**config.mk**
```make
export PLATFORM = sky130hd
export DESIGN_NAME = master_out_port_flat
export DESIGN_NICKNAME = d
export VERILOG_FILES = /design/src/rtl/master_out_port_pkg.sv /design/src/rtl/master_out_port_if.sv /design/src/rtl/master_out_port_piso_shift.sv /design/src/rtl/master_out_port.sv /design/src/flat_wrapper.sv
export SDC_FILE = /design/constraint.sdc
export NUM_CORES = 1
export LEC_CHECK = 0
export CORE_MARGIN = 2
export CORE_UTILIZATION = 40
export CTS_CLUSTER_DIAMETER = 60
export DETAILED_ROUTE_END_ITERATION = 7
export SLEW_MARGIN = 20
export SYNTH_ARGS = -nofsm -noshare
export SYNTH_HDL_FRONTEND = slang
export SYNTH_SLANG_ARGS = --single-unit
```
**constraint.sdc**
```tcl
create_clock -name clk -period 2.9 [get_ports clk]
set_input_delay 0.58 -clock clk [delete_from_list [all_inputs] [get_ports clk]]
set_output_delay 0.58 -clock clk [all_outputs]
set_load 0.01 [all_outputs]
```
**src/rtl/master_out_port_pkg.sv**
```systemverilog
// Shared widths, state encoding and field bit limits for the serial master/slave port pair.
package master_out_port_pkg;

  localparam int ADDR_W  = 12;
  localparam int DATA_W  = 8;
  localparam int BURST_W = 13;

  localparam int ADDR_BITS_LAST  = ADDR_W - 1;
  localparam int BURST_BITS_LAST = BURST_W - 1;
  localparam int DATA_BITS_LAST  = DATA_W - 1;

  // Wide enough for the longest write: 8 bits * 8191 beats.
  localparam int CNT_W  = 16;
  localparam int DBIT_W = $clog2(DATA_W);

  typedef enum logic [2:0] {
    IDLE    = 3'd0,
    LOAD    = 3'd1,
    WAIT_HS = 3'd2,
    SHIFT   = 3'd3,
    DONE    = 3'd4
  } state_t;

endpackage

```
**src/rtl/master_out_port_if.sv**
```systemverilog
// Request, write-byte stream, bus handshake and serial lines between request logic and the bus.
interface master_out_port_if;
  import master_out_port_pkg::*;

  logic               req_valid;
  logic               req_ready;
  logic               req_write;
  logic [ADDR_W-1:0]  req_addr;
  logic [BURST_W-1:0] req_burst;
  logic [DATA_W-1:0]  wr_data;
  logic               wr_valid;
  logic               wr_ready;
  logic               master_valid;
  logic               slave_ready;
  logic               read_en;
  logic               write_en;
  logic               tx_address;
  logic               tx_data;
  logic               tx_burst;
  logic               tx_done;
  logic               tx_err;

  modport master (
    input  req_valid, req_write, req_addr, req_burst, wr_data, wr_valid, slave_ready,
    output req_ready, wr_ready, master_valid, read_en, write_en,
    output tx_address, tx_data, tx_burst, tx_done, tx_err
  );

  modport slave (
    output req_valid, req_write, req_addr, req_burst, wr_data, wr_valid, slave_ready,
    input  req_ready, wr_ready, master_valid, read_en, write_en,
    input  tx_address, tx_data, tx_burst, tx_done, tx_err
  );

endinterface

```
**src/rtl/master_out_port_piso_shift.sv**
```systemverilog
// LSB-first parallel-in serial-out shifter; bit 0 is on sout right after load, line reads 0 once empty.
module piso_shift #(
  parameter int W = 8
) (
  input  logic         clk,
  input  logic         reset,
  input  logic         clear,
  input  logic         load,
  input  logic [W-1:0] din,
  input  logic         shift,
  output logic         sout,
  output logic         empty
);

  localparam int RW = $clog2(W + 1);

  logic [W-1:0]  sr;
  logic [RW-1:0] left;

  always_ff @(posedge clk or posedge reset) begin
    if (reset) begin
      sr   <= '0;
      left <= '0;
    end else if (clear) begin
      sr   <= '0;
      left <= '0;
    end else if (load) begin
      sr   <= din;
      left <= RW'(W);
    end else if (shift && left != '0) begin
      sr   <= sr >> 1;
      left <= left - RW'(1);
    end
  end

  assign empty = (left == '0);
  assign sout  = sr[0] & ~empty;

endmodule

```
**src/rtl/master_out_port.sv**
```systemverilog
// Serial bus master: accepts a request, handshakes, then streams address/burst/write bytes LSB first.
// Handshake-to-tx_done is max(13, 8*beats) for writes, 13 for reads; a missing byte at a beat boundary ends data early.
module master_out_port
  import master_out_port_pkg::*;
(
  input  logic               clk,
  input  logic               reset,
  master_out_port_if.master  bus
);

  state_t             state;
  logic [CNT_W-1:0]   bit_cnt;
  logic [BURST_W-1:0] beats_left;
  logic               is_write;
  logic               underrun;
  logic               req_ready_q, master_valid_q, read_en_q, write_en_q, tx_done_q, tx_err_q;

  logic addr_empty, burst_empty, data_empty;
  logic accept, shift_en, clear_all, load_pop;
  logic beat_end, pop_beat, starve, data_more, hdr_more, last_bit;

  assign accept    = (state == IDLE) && bus.req_valid;
  assign shift_en  = ((state == WAIT_HS) && bus.slave_ready) || (state == SHIFT);
  assign clear_all = (state == DONE);
  assign load_pop  = (state == LOAD) && bus.wr_valid;

  // Data beats run back-to-back from the handshake, so the bit position within a byte is bit_cnt mod 8.
  assign beat_end  = (state == SHIFT) && is_write && !data_empty &&
                     (bit_cnt[DBIT_W-1:0] == DBIT_W'(DATA_BITS_LAST)) && (beats_left > BURST_W'(1));
  assign pop_beat  = beat_end && bus.wr_valid;
  assign starve    = beat_end && !bus.wr_valid;

  assign data_more = pop_beat || (!data_empty && (bit_cnt[DBIT_W-1:0] != DBIT_W'(DATA_BITS_LAST)));
  assign hdr_more  = (!addr_empty  && (bit_cnt < CNT_W'(ADDR_BITS_LAST))) ||
                     (!burst_empty && (bit_cnt < CNT_W'(BURST_BITS_LAST)));
  assign last_bit  = (state == SHIFT) && !data_more && !hdr_more;

  piso_shift #(.W(ADDR_W)) u_addr (
    .clk(clk), .reset(reset), .clear(clear_all), .load(accept), .din(bus.req_addr),
    .shift(shift_en), .sout(bus.tx_address), .empty(addr_empty)
  );

  piso_shift #(.W(BURST_W)) u_burst (
    .clk(clk), .reset(reset), .clear(clear_all), .load(accept), .din(bus.req_burst),
    .shift(shift_en), .sout(bus.tx_burst), .empty(burst_empty)
  );

  piso_shift #(.W(DATA_W)) u_data (
    .clk(clk), .reset(reset), .clear(clear_all), .load(load_pop || pop_beat), .din(bus.wr_data),
    .shift(shift_en), .sout(bus.tx_data), .empty(data_empty)
  );

  always_ff @(posedge clk or posedge reset) begin
    if (reset) begin
      state          <= IDLE;
      bit_cnt        <= '0;
      beats_left     <= '0;
      is_write       <= 1'b0;
      underrun       <= 1'b0;
      req_ready_q    <= 1'b1;
      master_valid_q <= 1'b0;
      read_en_q      <= 1'b0;
      write_en_q     <= 1'b0;
      tx_done_q      <= 1'b0;
      tx_err_q       <= 1'b0;
    end else begin
      tx_done_q <= 1'b0;
      tx_err_q  <= 1'b0;
      case (state)
        IDLE: if (bus.req_valid) begin
          is_write    <= bus.req_write;
          beats_left  <= (bus.req_burst == '0) ? BURST_W'(1) : bus.req_burst;
          req_ready_q <= 1'b0;
          read_en_q   <= !bus.req_write;
          write_en_q  <= bus.req_write;
          if (bus.req_write) begin
            state <= LOAD;
          end else begin
            state          <= WAIT_HS;
            master_valid_q <= 1'b1;
          end
        end
        LOAD: if (bus.wr_valid) begin
          state          <= WAIT_HS;
          master_valid_q <= 1'b1;
        end
        WAIT_HS: if (bus.slave_ready) begin
          state          <= SHIFT;
          master_valid_q <= 1'b0;
          bit_cnt        <= CNT_W'(1);
        end
        SHIFT: begin
          if (starve)   underrun   <= 1'b1;
          if (pop_beat) beats_left <= beats_left - BURST_W'(1);
          if (last_bit) begin
            state      <= DONE;
            tx_done_q  <= 1'b1;
            tx_err_q   <= underrun || starve;
            read_en_q  <= 1'b0;
            write_en_q <= 1'b0;
          end else begin
            bit_cnt <= bit_cnt + CNT_W'(1);
          end
        end
        DONE: begin
          state       <= IDLE;
          req_ready_q <= 1'b1;
          bit_cnt     <= '0;
          beats_left  <= '0;
          is_write    <= 1'b0;
          underrun    <= 1'b0;
        end
        default: state <= IDLE;
      endcase
    end
  end

  assign bus.req_ready    = req_ready_q;
  assign bus.master_valid = master_valid_q;
  assign bus.read_en      = read_en_q;
  assign bus.write_en     = write_en_q;
  assign bus.tx_done      = tx_done_q;
  assign bus.tx_err       = tx_err_q;
  assign bus.wr_ready     = load_pop || pop_beat;

endmodule

```
**src/flat_wrapper.sv**
```systemverilog
// flat-port wrapper written by rule: the top's interface ports become plain ports
module master_out_port_flat import master_out_port_pkg::*;
  (clk, reset, bus_req_valid, bus_req_write, bus_req_addr, bus_req_burst, bus_wr_data, bus_wr_valid, bus_slave_ready, bus_req_ready, bus_wr_ready, bus_master_valid, bus_read_en, bus_write_en, bus_tx_address, bus_tx_data, bus_tx_burst, bus_tx_done, bus_tx_err);
  master_out_port_if bus_i ();
  input  logic clk;
  input  logic reset;
  input wire logic [$bits(bus_i.req_valid)-1:0] bus_req_valid;
  input wire logic [$bits(bus_i.req_write)-1:0] bus_req_write;
  input wire logic [$bits(bus_i.req_addr)-1:0] bus_req_addr;
  input wire logic [$bits(bus_i.req_burst)-1:0] bus_req_burst;
  input wire logic [$bits(bus_i.wr_data)-1:0] bus_wr_data;
  input wire logic [$bits(bus_i.wr_valid)-1:0] bus_wr_valid;
  input wire logic [$bits(bus_i.slave_ready)-1:0] bus_slave_ready;
  output wire logic [$bits(bus_i.req_ready)-1:0] bus_req_ready;
  output wire logic [$bits(bus_i.wr_ready)-1:0] bus_wr_ready;
  output wire logic [$bits(bus_i.master_valid)-1:0] bus_master_valid;
  output wire logic [$bits(bus_i.read_en)-1:0] bus_read_en;
  output wire logic [$bits(bus_i.write_en)-1:0] bus_write_en;
  output wire logic [$bits(bus_i.tx_address)-1:0] bus_tx_address;
  output wire logic [$bits(bus_i.tx_data)-1:0] bus_tx_data;
  output wire logic [$bits(bus_i.tx_burst)-1:0] bus_tx_burst;
  output wire logic [$bits(bus_i.tx_done)-1:0] bus_tx_done;
  output wire logic [$bits(bus_i.tx_err)-1:0] bus_tx_err;
  assign bus_i.req_valid = bus_req_valid;
  assign bus_i.req_write = bus_req_write;
  assign bus_i.req_addr = bus_req_addr;
  assign bus_i.req_burst = bus_req_burst;
  assign bus_i.wr_data = bus_wr_data;
  assign bus_i.wr_valid = bus_wr_valid;
  assign bus_i.slave_ready = bus_slave_ready;
  assign bus_req_ready = bus_i.req_ready;
  assign bus_wr_ready = bus_i.wr_ready;
  assign bus_master_valid = bus_i.master_valid;
  assign bus_read_en = bus_i.read_en;
  assign bus_write_en = bus_i.write_en;
  assign bus_tx_address = bus_i.tx_address;
  assign bus_tx_data = bus_i.tx_data;
  assign bus_tx_burst = bus_i.tx_burst;
  assign bus_tx_done = bus_i.tx_done;
  assign bus_tx_err = bus_i.tx_err;
  master_out_port u_core (.clk(clk), .reset(reset), .bus(bus_i));
endmodule
```
==> results of run 1 <==
[layout make-up]
type	instances	area, um2	area share, %
clock buffers	9	225.2	3.987
inverters	14	53.80	0.9524
repair buffers	74	686.9	12.16
flip-flops and latches	85	2128	37.67
clock inverters	7	78.83	1.395
multi-input cells	355	2297	40.66
well taps	143	178.9	3.167
[layer usage]
metal,part of all wire [%],track usage (%),up-vias
met5,0,0,-
met3,3.9,3.335,12
met1,47,25.30,1842
met4,1.3,5.432,0
met2,48,29.16,77
li1,-,-,1877
[kinds of logic (layout without fill, tap and decap cells)]
group / count (synthesis) / count (layout) / share of synthesized area [%]
and+or+nand+nor: 174 / 174 / 19.44
AOI/OAI and AO/OA: 131 / 131 / 18.89
DFF: 85 / 85 / 46.44
buffers and inverters: 43 / 104 / 3.849
muxes: 33 / 33 / 7.480
xor gates and xnor gates: 9 / 9 / 1.720
adders and majority gates: 8 / 8 / 2.184
[how the worst max path moves through the flow]
stage,startpoint,to
floorplan,reset,u_core.beats_left[0]
global placement,bus_wr_valid,u_core.bit_cnt[0]
detailed placement,bus_wr_valid,u_core.bit_cnt[0]
CTS,u_core.beats_left[9],u_core.bit_cnt[7]
global route,u_core.beats_left[9],bus_wr_ready
finish,u_core.beats_left[9],bus_wr_ready
[power by group]
group	internal (mW)	leakage, nW	total [mW]	switching (mW)
sequential	1.60	1.10	1.95	0.349
combinational	1.10	1.30	2.38	1.27
clock	0.679	0.144	1.19	0.514
[metrics by stage]
step | utilization [%] | total power [mW] | std cells | hold slack (ps) | area (um2)
detailed placement | 46.99 | 4.323 | 670 | 464.3 | 5320
floorplan | - | 3.633 | 483 | 450.2 | 4583
CTS | 49.85 | 5.552 | 687 | 473.1 | 5643
global placement | 46.99 | 4.247 | 670 | 457.7 | 5320
global route | 49.90 | 5.923 | 687 | 479.6 | 5649
finish | 49.90 | 5.521 | 687 | 466.9 | 5649
[sequential cells by signal, summed over array words and instances, names as in the netlist, 3 cells and up]
name,cells
u_core.bit_cnt,16
u_core.beats_left,13
u_core.u_burst.sr,13
u_core.u_addr.sr,12
u_core.u_data.sr,8
u_core.u_addr.left,4
u_core.u_burst.left,4
u_core.u_data.left,4
u_core.state,3
[worst max-delay path, delay by kind of cell (launching register included)]
| kind | cells | cell delay, ps |
|---|---|---|
| flip-flops | 1 | 410 |
| AO/OA/AOI/OAI | 2 | 400 |
| buffers and inverters | 2 | 330 |
| AND/OR/NAND/NOR | 2 | 670 |
[synthesized netlist by cell type, drive strengths merged, types with 4 or more instances]
library cell,number
a211oi,35
a21oi,25
a22oi,6
and3,4
buf,9
clkbuf,20
dfrtp,84
ha,8
inv,14
mux2i,32
nand2,29
nand3,11
nand4,4
nor2,67
nor2b,6
nor3,13
nor3b,5
nor4,9
o21ai,31
o22ai,4
o31ai,8
or3,7
or4,6
xor2,6
[repair_timing]
action / in CTS / in global routing
endpoints found under the setup margin: 1 / 0
setup buffers: 1 / 0
resized for setup: 3 / 0
==> run_results.csv, run 1 <==
group,metric,value,unit
clock_tree,cts_buffer_depth,2,
global_routing,antenna_found_initial,0,
clock_tree,ctsHoldBuffers,0,
run_status,status,"complete, no violations",
drt,via_count,3808,
place,io_buffers,48,
clock_tree,cts_tree,"yes",
timing,fin_setup_tns,0,ps
worst_setup_path,cpPeakStageDelay,410,ps
die,core-area,0.01132,mm2
final_layout,drive_gt1_share,10.66,%
power_and_ir_drop,p_leak,2.547,nW
worst_setup_path,critPathLaunchType,"flop",
die,row_count,39,
global_routing,grt_max_degree,56,
final_layout,syn_to_final_growth,23.26,%
yosys,async_reset_ff_share,100.0,%
clock_tree,clkTransAtPathRegs,70,ps
worst_setup_path,r2r_start,"u_core.u_data.left[0]",
timing,finalCritPeriodShare,94.18,%
yosys,ys.flop_type,"dfrtp_1",
yosys,netlist.area_leader.share,45.86,%
final_layout,layout_commonest_cell,"dfrtp_1",
die,initial_utilization,40.48,%
yosys,synth-edff-count,0,
final_layout,antennaDiodeCount,0,
timing,finalMaxSlewViolations,0,
clock_tree,cts_buffers,9,
power_and_ir_drop,p_per_area,977.3,mW/mm2
clock_tree,cts_num_sinks,85,
final_layout,fillers,1037,
yosys,yosys-top-cells-area,"dfrtp_1 46%, mux2i_1 7.0%, a211oi_1 5.7%, nor2_1 5.2%, a21oi_1 2.7%",
worst_setup_path,endpoint_kind,"output port",
yosys,synth-seq-cells,85,
global_routing,overflow,0,
timing,hold_violations,0,
final_layout,num-nets-final,586,
drt,dr.pass1.iters,5,
die,fp.dieH,111.0,um
yosys,synth_warnings,0,
timing,fmax,366.1,MHz
worst_setup_path,crit_arrival,2150,ps
drt,drc,0,
yosys,synth_fp_nets,530,
yosys,yosys.cell_types.count,59,
drt,drt-initial-drc-count,235,
worst_setup_path,required,2320,ps
min_path,hold_start,"u_core.bus.req_ready",
die,dieArea,0.01233,mm2
power_and_ir_drop,peakVddDrop,0.3885,mV
drt,drt-total-wl,10870,um
worst_setup_path,crit_chain,"nor4_2, and2b_1, a41oi_2, o21ai_2, inv_1, dlygate4sd2_1",
clock_tree,htree_num_levels,3,
timing,finalSetupViolCount,0,
global_routing,grt.total_usage,18.18,%
die,io_pins,49,
worst_setup_path,path_class,"reg2out",
worst_setup_path,r2r-end,"u_core.bit_cnt[10]",
drt,wire_per_inst,15.83,um
place,gp_congestion,0.7963,
clock_tree,clock_latency,340,ps
min_path,hold_path_class,"reg2reg",
global_routing,grt_pass1_vias,3713,
timing,timing.final.ws_setup,168.8,ps
timing,skew,12.34,ps
worst_setup_path,cp_slowest_cell,"dfrtp_1",
timing,tightestPinTransition,906.5,ps
min_path,hold_depth,2,
place,pre_cts_ws,71.83,ps
drt,viasPerCell,5.543,
min_path,min_to,"u_core.bus.req_ready",
worst_setup_path,r2r_setup_slack,260,ps
worst_setup_path,r2r_cells,10,
timing,slew_headroom,39.35,%
final_layout,mostFrequentLayoutCells,"84 x dfrtp_1, 64 x nor2_1, 47 x clkdlybuf4s50_1",
yosys,syn_area,0.004583,mm2
worst_setup_path,path_max_fanout,4,
yosys,syn_avg_cell_area,9.489,um2
global_routing,grt_pass1_wl,18470,um
drt,ant_nets,0,
die,dieWidth,111.0,um
job,drv_cap,0,
place,hpwl,7491,um
clock_tree,root_buffer,"clkbuf_16",
timing,period_needed,2731,ps
timing,grt_setup_unrepaired,"false",
yosys,syn_inst,483,
yosys,ys_seq_area_share,46.44,%
yosys,synth_top_area_cell,"dfrtp_1",
(Power assumes the default switching activity.)
==> run 2, diff against run 1 <==
- RECOVER_POWER: not set -> 50
==> run 2 against run 1 <==
Largest power group unchanged. Clock skew is essentially flat. Largest cell class unchanged. Sequential cell count unchanged. First-iteration DRC count decreased by 2.1%. Sequential power about the same. Combinational power about the same. Utilization hardly changed. Power hardly changed. The run now ends with max-capacitance violations, max-slew violations left. Register-to-register slack hardly changed. Cell count unchanged.
==> run_results.csv, run 2 (synthesis results as in run 1) <==
group,metric,value,unit
run_status,status,"finished with violations",
run_status,violations,"max-capacitance violations, max-slew violations",
final_layout,mostFrequentLayoutCells,"84 x dfrtp_1, 64 x nor2_1, 44 x clkdlybuf4s50_1",
timing,finalMaxSlewViolations,37,
drt,dr.pass1.iters,6,
timing,grt_setup_unrepaired,"false",
final_layout,syn_to_final_growth,23.15,%
global_routing,overflow,0,
worst_setup_path,path_class,"reg2out",
final_layout,multi_input_area,0.002297,mm2
timing,skew,12.42,ps
clock_tree,cts_buffer_depth,2,
place,gp_congestion,0.7963,
clock_tree,clock_latency,340,ps
clock_tree,clkTransAtPathRegs,70,ps
drt,viasPerCell,5.565,
global_routing,antenna_found_initial,0,
worst_setup_path,cpPeakStageDelay,410,ps
drt,drt-total-wl,10880,um
clock_tree,cts_num_sinks,85,
global_routing,grt_max_degree,56,
final_layout,antennaDiodeCount,0,
worst_setup_path,crit_arrival,2150,ps
min_path,hold_path_class,"reg2reg",
worst_setup_path,path_max_fanout,4,
final_layout,fillers,1039,
min_path,hold_depth,2,
worst_setup_path,path_delay_family,"simple AND/OR/NAND/NOR gates",
worst_setup_path,crit_chain,"nor4_2, and2b_1, a41oi_2, o21ai_2, inv_1, dlygate4sd2_1",
timing,finalSetupViolCount,0,
clock_tree,htree_num_levels,3,
timing,timing.final.ws_setup,170.6,ps
global_routing,grt_pass1_vias,3713,
place,dp.cells,670,
die,initial_utilization,40.48,%
die,core-area,0.01132,mm2
timing,hold_violations,0,
drt,drc,0,
place,io_buffers,48,
drt,via_count,3823,
final_layout,fin_cells,687,
clock_tree,ctsHoldBuffers,0,
worst_setup_path,endpoint_kind,"output port",
clock_tree,root_buffer,"clkbuf_16",
worst_setup_path,required,2320,ps
final_layout,num-nets-final,586,
timing,tightestPinTransition,1674,ps
worst_setup_path,cp_num_cells,6,
worst_setup_path,r2r_cells,10,
die,io_pins,49,
final_layout,drive_gt1_share,10.66,%
die,fp.dieH,111.0,um
timing,fmax,366.4,MHz
timing,whs,466.9,ps
worst_setup_path,cp_slowest_cell,"dfrtp_1",
clock_tree,cts_tree,"yes",
die,dieArea,0.01233,mm2
final_layout,max_flop_register,"u_core.bit_cnt",
power_and_ir_drop,fin_total_pwr,5.517,mW
die,row_count,39,
drt,wire_per_inst,15.84,um
drt,ant_nets,0,
power_and_ir_drop,p_per_area,977.5,mW/mm2
timing,period_needed,2729,ps
final_layout,largest_register_ffs,16,
worst_setup_path,critPathBufInv,2,
final_layout,layout_commonest_cell,"dfrtp_1",
clock_tree,cts_buffers,9,
timing,slew_headroom,-12.22,%
final_layout,regArea,0.002128,mm2
power_and_ir_drop,p_leak,2.547,nW
place,pre_cts_ws,71.83,ps
power_and_ir_drop,peakVddDrop,0.3886,mV
die,dieWidth,111.0,um
place,hpwl,7491,um
timing,finalCritPeriodShare,94.12,%
drt,drt-initial-drc-count,230,
final_layout,top_regs,"u_core.bit_cnt x16, u_core.beats_left x13, u_core.u_burst.sr x13",
worst_setup_path,critPathLaunchType,"flop",
global_routing,grt_pass1_wl,18470,um
global_routing,grt.total_usage,18.18,%
timing,fin_setup_tns,0,ps
job,drv_cap,1,
## run 2: cell count changes in the layout (fill, tap and decap cells not counted)
| cell | before | now |
|---|---|---|
| clkdlybuf4s50_1 | 47 | 44 |
| clkbuf_2 | 0 | 2 |
| or2_0 | 0 | 1 |
| clkinvlp_2 | 0 | 1 |
| dlygate4sd3_1 | 0 | 3 |
| or2_1 | 1 | 0 |
| clkinv_2 | 2 | 1 |
| buf_4 | 25 | 23 |
## run 2: path summary, 6_finish.rpt
path                                        from              endpoint  slack (ps)
setup / recovery            u_core.beats_left[9]          bus_wr_ready         170
hold / removal              u_core.bus.req_ready  u_core.bus.req_ready         470
setup reg to reg           u_core.u_data.left[0]    u_core.bit_cnt[10]         270
hold reg to reg             u_core.bus.req_ready  u_core.bus.req_ready         470
max in group asynchronous                  reset  u_core.beats_left[5]         640
min in group asynchronous                  reset     u_core.bus.tx_err        1100
## run 2: final cells by class
| cell class | instances | area share (%) |
|---|---|---|
| multi-input cells | 355 | 40.70 |
| flip-flops and latches | 85 | 37.71 |
| clock inverters | 7 | 1.397 |
| well taps | 143 | 3.170 |
| inverters | 14 | 0.9532 |
| clock buffers | 9 | 3.990 |
| repair buffers | 74 | 12.08 |
## run 2: worst register-to-register path, cell delays in order (launching register included)
cell	delay (ps)
dfrtp_1	350
inv_1	60
ha_1	180
nor3b_2	160
buf_4	150
or3_1	360
a41oi_2	300
buf_4	180
o31ai_1	100
or4_1	530
a21oi_1	170
## run 2: layer usage
layer / vias to the layer above / track usage, % / wire [um] / part of all wire [%]
met5: - / 0 / 0 / 0
met4: 0 / 5.432 / 165 / 1.5
met3: 17 / 3.335 / 424 / 3.9
met2: 86 / 29.16 / 5162 / 47
met1: 1841 / 25.30 / 5128 / 47
li1: 1879 / - / - / -
## run 2: metrics by stage
| step | utilization, % | instance area [um2] |
|---|---|---|
| 6_report | 49.86 | 5644 |
| 5_1_grt | 49.86 | 5644 |
| 4_1_cts | 49.85 | 5643 |
| 3_5_place_dp | 46.99 | 5320 |
| 3_3_place_gp | 46.99 | 5320 |
| 2_1_floorplan | - | 4583 |
## run 2: repair_timing
item                       4_1_cts  5_1_grt
setup endpoints to repair        1        0
setup buffers                    1        0
gates resized for setup          3        0
## run 2: report_power, final
part | switching, mW | internal (mW) | leakage (nW) | total (mW)
Sequential | 0.349 | 1.60 | 1.10 | 1.95
Combinational | 1.27 | 1.10 | 1.30 | 2.37
Clock | 0.513 | 0.679 | 0.144 | 1.19
Total | 2.13 | 3.38 | 2.55 | 5.52
==> run 3, diff against run 2 <==
- CORE_ASPECT_RATIO: not set -> 0.5
==> run 3 against run 2 <==
The run now ends clean. Global-route usage fell by 0.16 points. Cell count rose by 0.29%. First-iteration DRC count rose by 20%. Clock skew fell by 5.3 ps. Sequential share of layout area rose by 0.13 points. Non-clock buffer count did not move. Via count barely moved. Cell area fell by 0.35%. Register-to-register slack improved by 40 ps. Maximum frequency rose by 0.99%. Critical path depth did not move. Critical path type unchanged. Critical endpoint unchanged. Largest cell class unchanged. Largest power group unchanged.
==> run_results.csv, run 3 (synthesis results as in run 1) <==
group,metric,value,unit
final_layout,num-nets-final,586,
worst_setup_path,r2r-end,"u_core.bit_cnt[11]",
drt,via_count,3825,
timing,slew_headroom,24.09,%
drt,drt-total-wl,10570,um
power_and_ir_drop,p_leak,2.545,nW
worst_setup_path,crit_chain,"nor4_2, and2b_1, a41oi_2, o21ai_2, inv_1, dlygate4sd2_1",
clock_tree,root_buffer,"clkbuf_16",
worst_setup_path,path_delay_family,"simple AND/OR/NAND/NOR gates",
drt,ant_nets,0,
drt,drc,0,
worst_setup_path,crit_start,"u_core.beats_left[9]",
drt,met1Wirelength,5347,um
die,fp.dieH,79.69,um
timing,period_needed,2703,ps
die,core-area,0.01108,mm2
clock_tree,htree_num_levels,3,
final_layout,syn_to_final_growth,22.71,%
job,drv_cap,0,
global_routing,grt_pass1_wl,17690,um
clock_tree,cts_buffers,9,
worst_setup_path,required,2320,ps
global_routing,grt_pass1_vias,3501,
clock_tree,clkTransAtPathRegs,60,ps
die,row_count,27,
worst_setup_path,endpoint,"bus_wr_ready",
worst_setup_path,cp_num_cells,6,
die,dieArea,0.01238,mm2
place,gp_congestion,0.8100,
final_layout,top_regs,"u_core.bit_cnt x16, u_core.beats_left x13, u_core.u_burst.sr x13",
drt,dr.pass1.iters,4,
worst_setup_path,path_max_fanout,4,
worst_setup_path,r2r_start,"u_core.u_data.left[1]",
power_and_ir_drop,p_per_area,981.5,mW/mm2
place,hpwl,7194,um
place,io_buffers,48,
timing,skew,7.162,ps
die,initial_utilization,41.36,%
worst_setup_path,critPathBufInv,2,
global_routing,grt_max_degree,56,
worst_setup_path,path_class,"reg2out",
clock_tree,clock_latency,340,ps
worst_setup_path,r2r_setup_slack,310,ps
clock_tree,cts_tree,"yes",
timing,fmax,370.0,MHz
worst_setup_path,cpPeakStageDelay,410,ps
drt,met2_length,4612,um
timing,finalSetupViolCount,0,
timing,tightestPinTransition,1139,ps
worst_setup_path,endpoint_kind,"output port",
die,io_pins,49,
drt,routed.top_layer,"met4",
worst_setup_path,critPathLaunchType,"flop",
final_layout,finalCoreUtilization,50.76,%
final_layout,layout_commonest_cell,"dfrtp_1",
drt,viasPerCell,5.552,
drt,drt-initial-drc-count,276,
final_layout,mostFrequentLayoutCells,"84 x dfrtp_1, 64 x nor2_1, 44 x clkdlybuf4s50_1",
timing,grt_setup_unrepaired,"false",
clock_tree,cts_num_sinks,85,
timing,fin_setup_tns,0,ps
global_routing,antenna_found_initial,0,
final_layout,antennaDiodeCount,0,
final_layout,largest_register_ffs,16,
final_layout,max_flop_register,"u_core.bit_cnt",
drt,wire_per_inst,15.34,um
die,dieWidth,155.4,um
timing,hold_violations,0,
run_status,status,"complete, no violations",
timing,finalMaxSlewViolations,0,
global_routing,grt.total_usage,18.02,%
timing,finalCritPeriodShare,93.19,%
worst_setup_path,cp_slowest_cell,"dfrtp_1",
final_layout,drive_gt1_share,10.29,%
worst_setup_path,r2r_cells,9,
worst_setup_path,crit_arrival,2120,ps
global_routing,overflow,0,
clock_tree,cts_buffer_depth,2,
min_path,hold_path_class,"reg2reg",
clock_tree,ctsHoldBuffers,0,
drt,route.met3.wl,465,um
power_and_ir_drop,peakVddDrop,0.3709,mV
## run 3: how the worst min path moves through the flow
stage,from,endpoint,slack [ps],depth (start not counted)
6_report,u_core.bus.req_ready,u_core.bus.req_ready,460,2
5_1_grt,u_core.bus.req_ready,u_core.bus.req_ready,490,2
4_1_cts,u_core.bus.req_ready,u_core.bus.req_ready,470,2
3_5_place_dp,u_core.bus.req_ready,u_core.bus.req_ready,460,2
3_3_place_gp,u_core.bus.req_ready,u_core.bus.req_ready,450,2
2_1_floorplan,u_core.underrun,u_core.underrun,450,1
## run 3: stage by stage
stage	setup slack (ps)	instances	hold WS [ps]	area [um2]	power [mW]
after floorplan	128.2	483	450.2	4583	3.633
after global placement	147.5	672	450.6	5323	4.294
after detailed placement	111.2	672	457.2	5323	4.322
after CTS	185.5	689	467.9	5649	5.567
after global routing	71.91	689	489.9	5624	5.935
final	197.4	689	461.0	5624	5.520
## run 3: tightest hold or removal path, stage by stage, from the launching register on
cell,delay [ps]
dfstp_2,370
nand2_1,50
nand2_1,50
## run 3: final cells by class
cell class,count,area [um2]
Tap cell,145,181.4
Clock inverter,6,68.82
Fill cell,1034,5456
Multi-Input combinational cell,355,2291
Sequential cell,85,2128
Timing Repair Buffer,74,661.9
Inverter,14,53.80
Clock buffer,10,239.0
## run 3: what timing repair did
action / CTS / global route
gates resized for setup: 3 / 0
endpoints found under the setup margin: 1 / 0
buffers inserted: 1 / 0
endpoints found under the hold margin: 0 / 0
## run 3: layer usage
| metal | track usage (%) | vias up |
|---|---|---|
| met4 | 6.606 | 0 |
| met3 | 3.637 | 13 |
| met2 | 26.81 | 81 |
| li1 | - | 1893 |
| met5 | 0 | - |
| met1 | 26.02 | 1838 |
## run 3: power breakdown
group	total, mW	switching (mW)	internal [mW]
combinational	2.41	1.31	1.10
clock	1.20	0.497	0.699
sequential	1.91	0.309	1.60
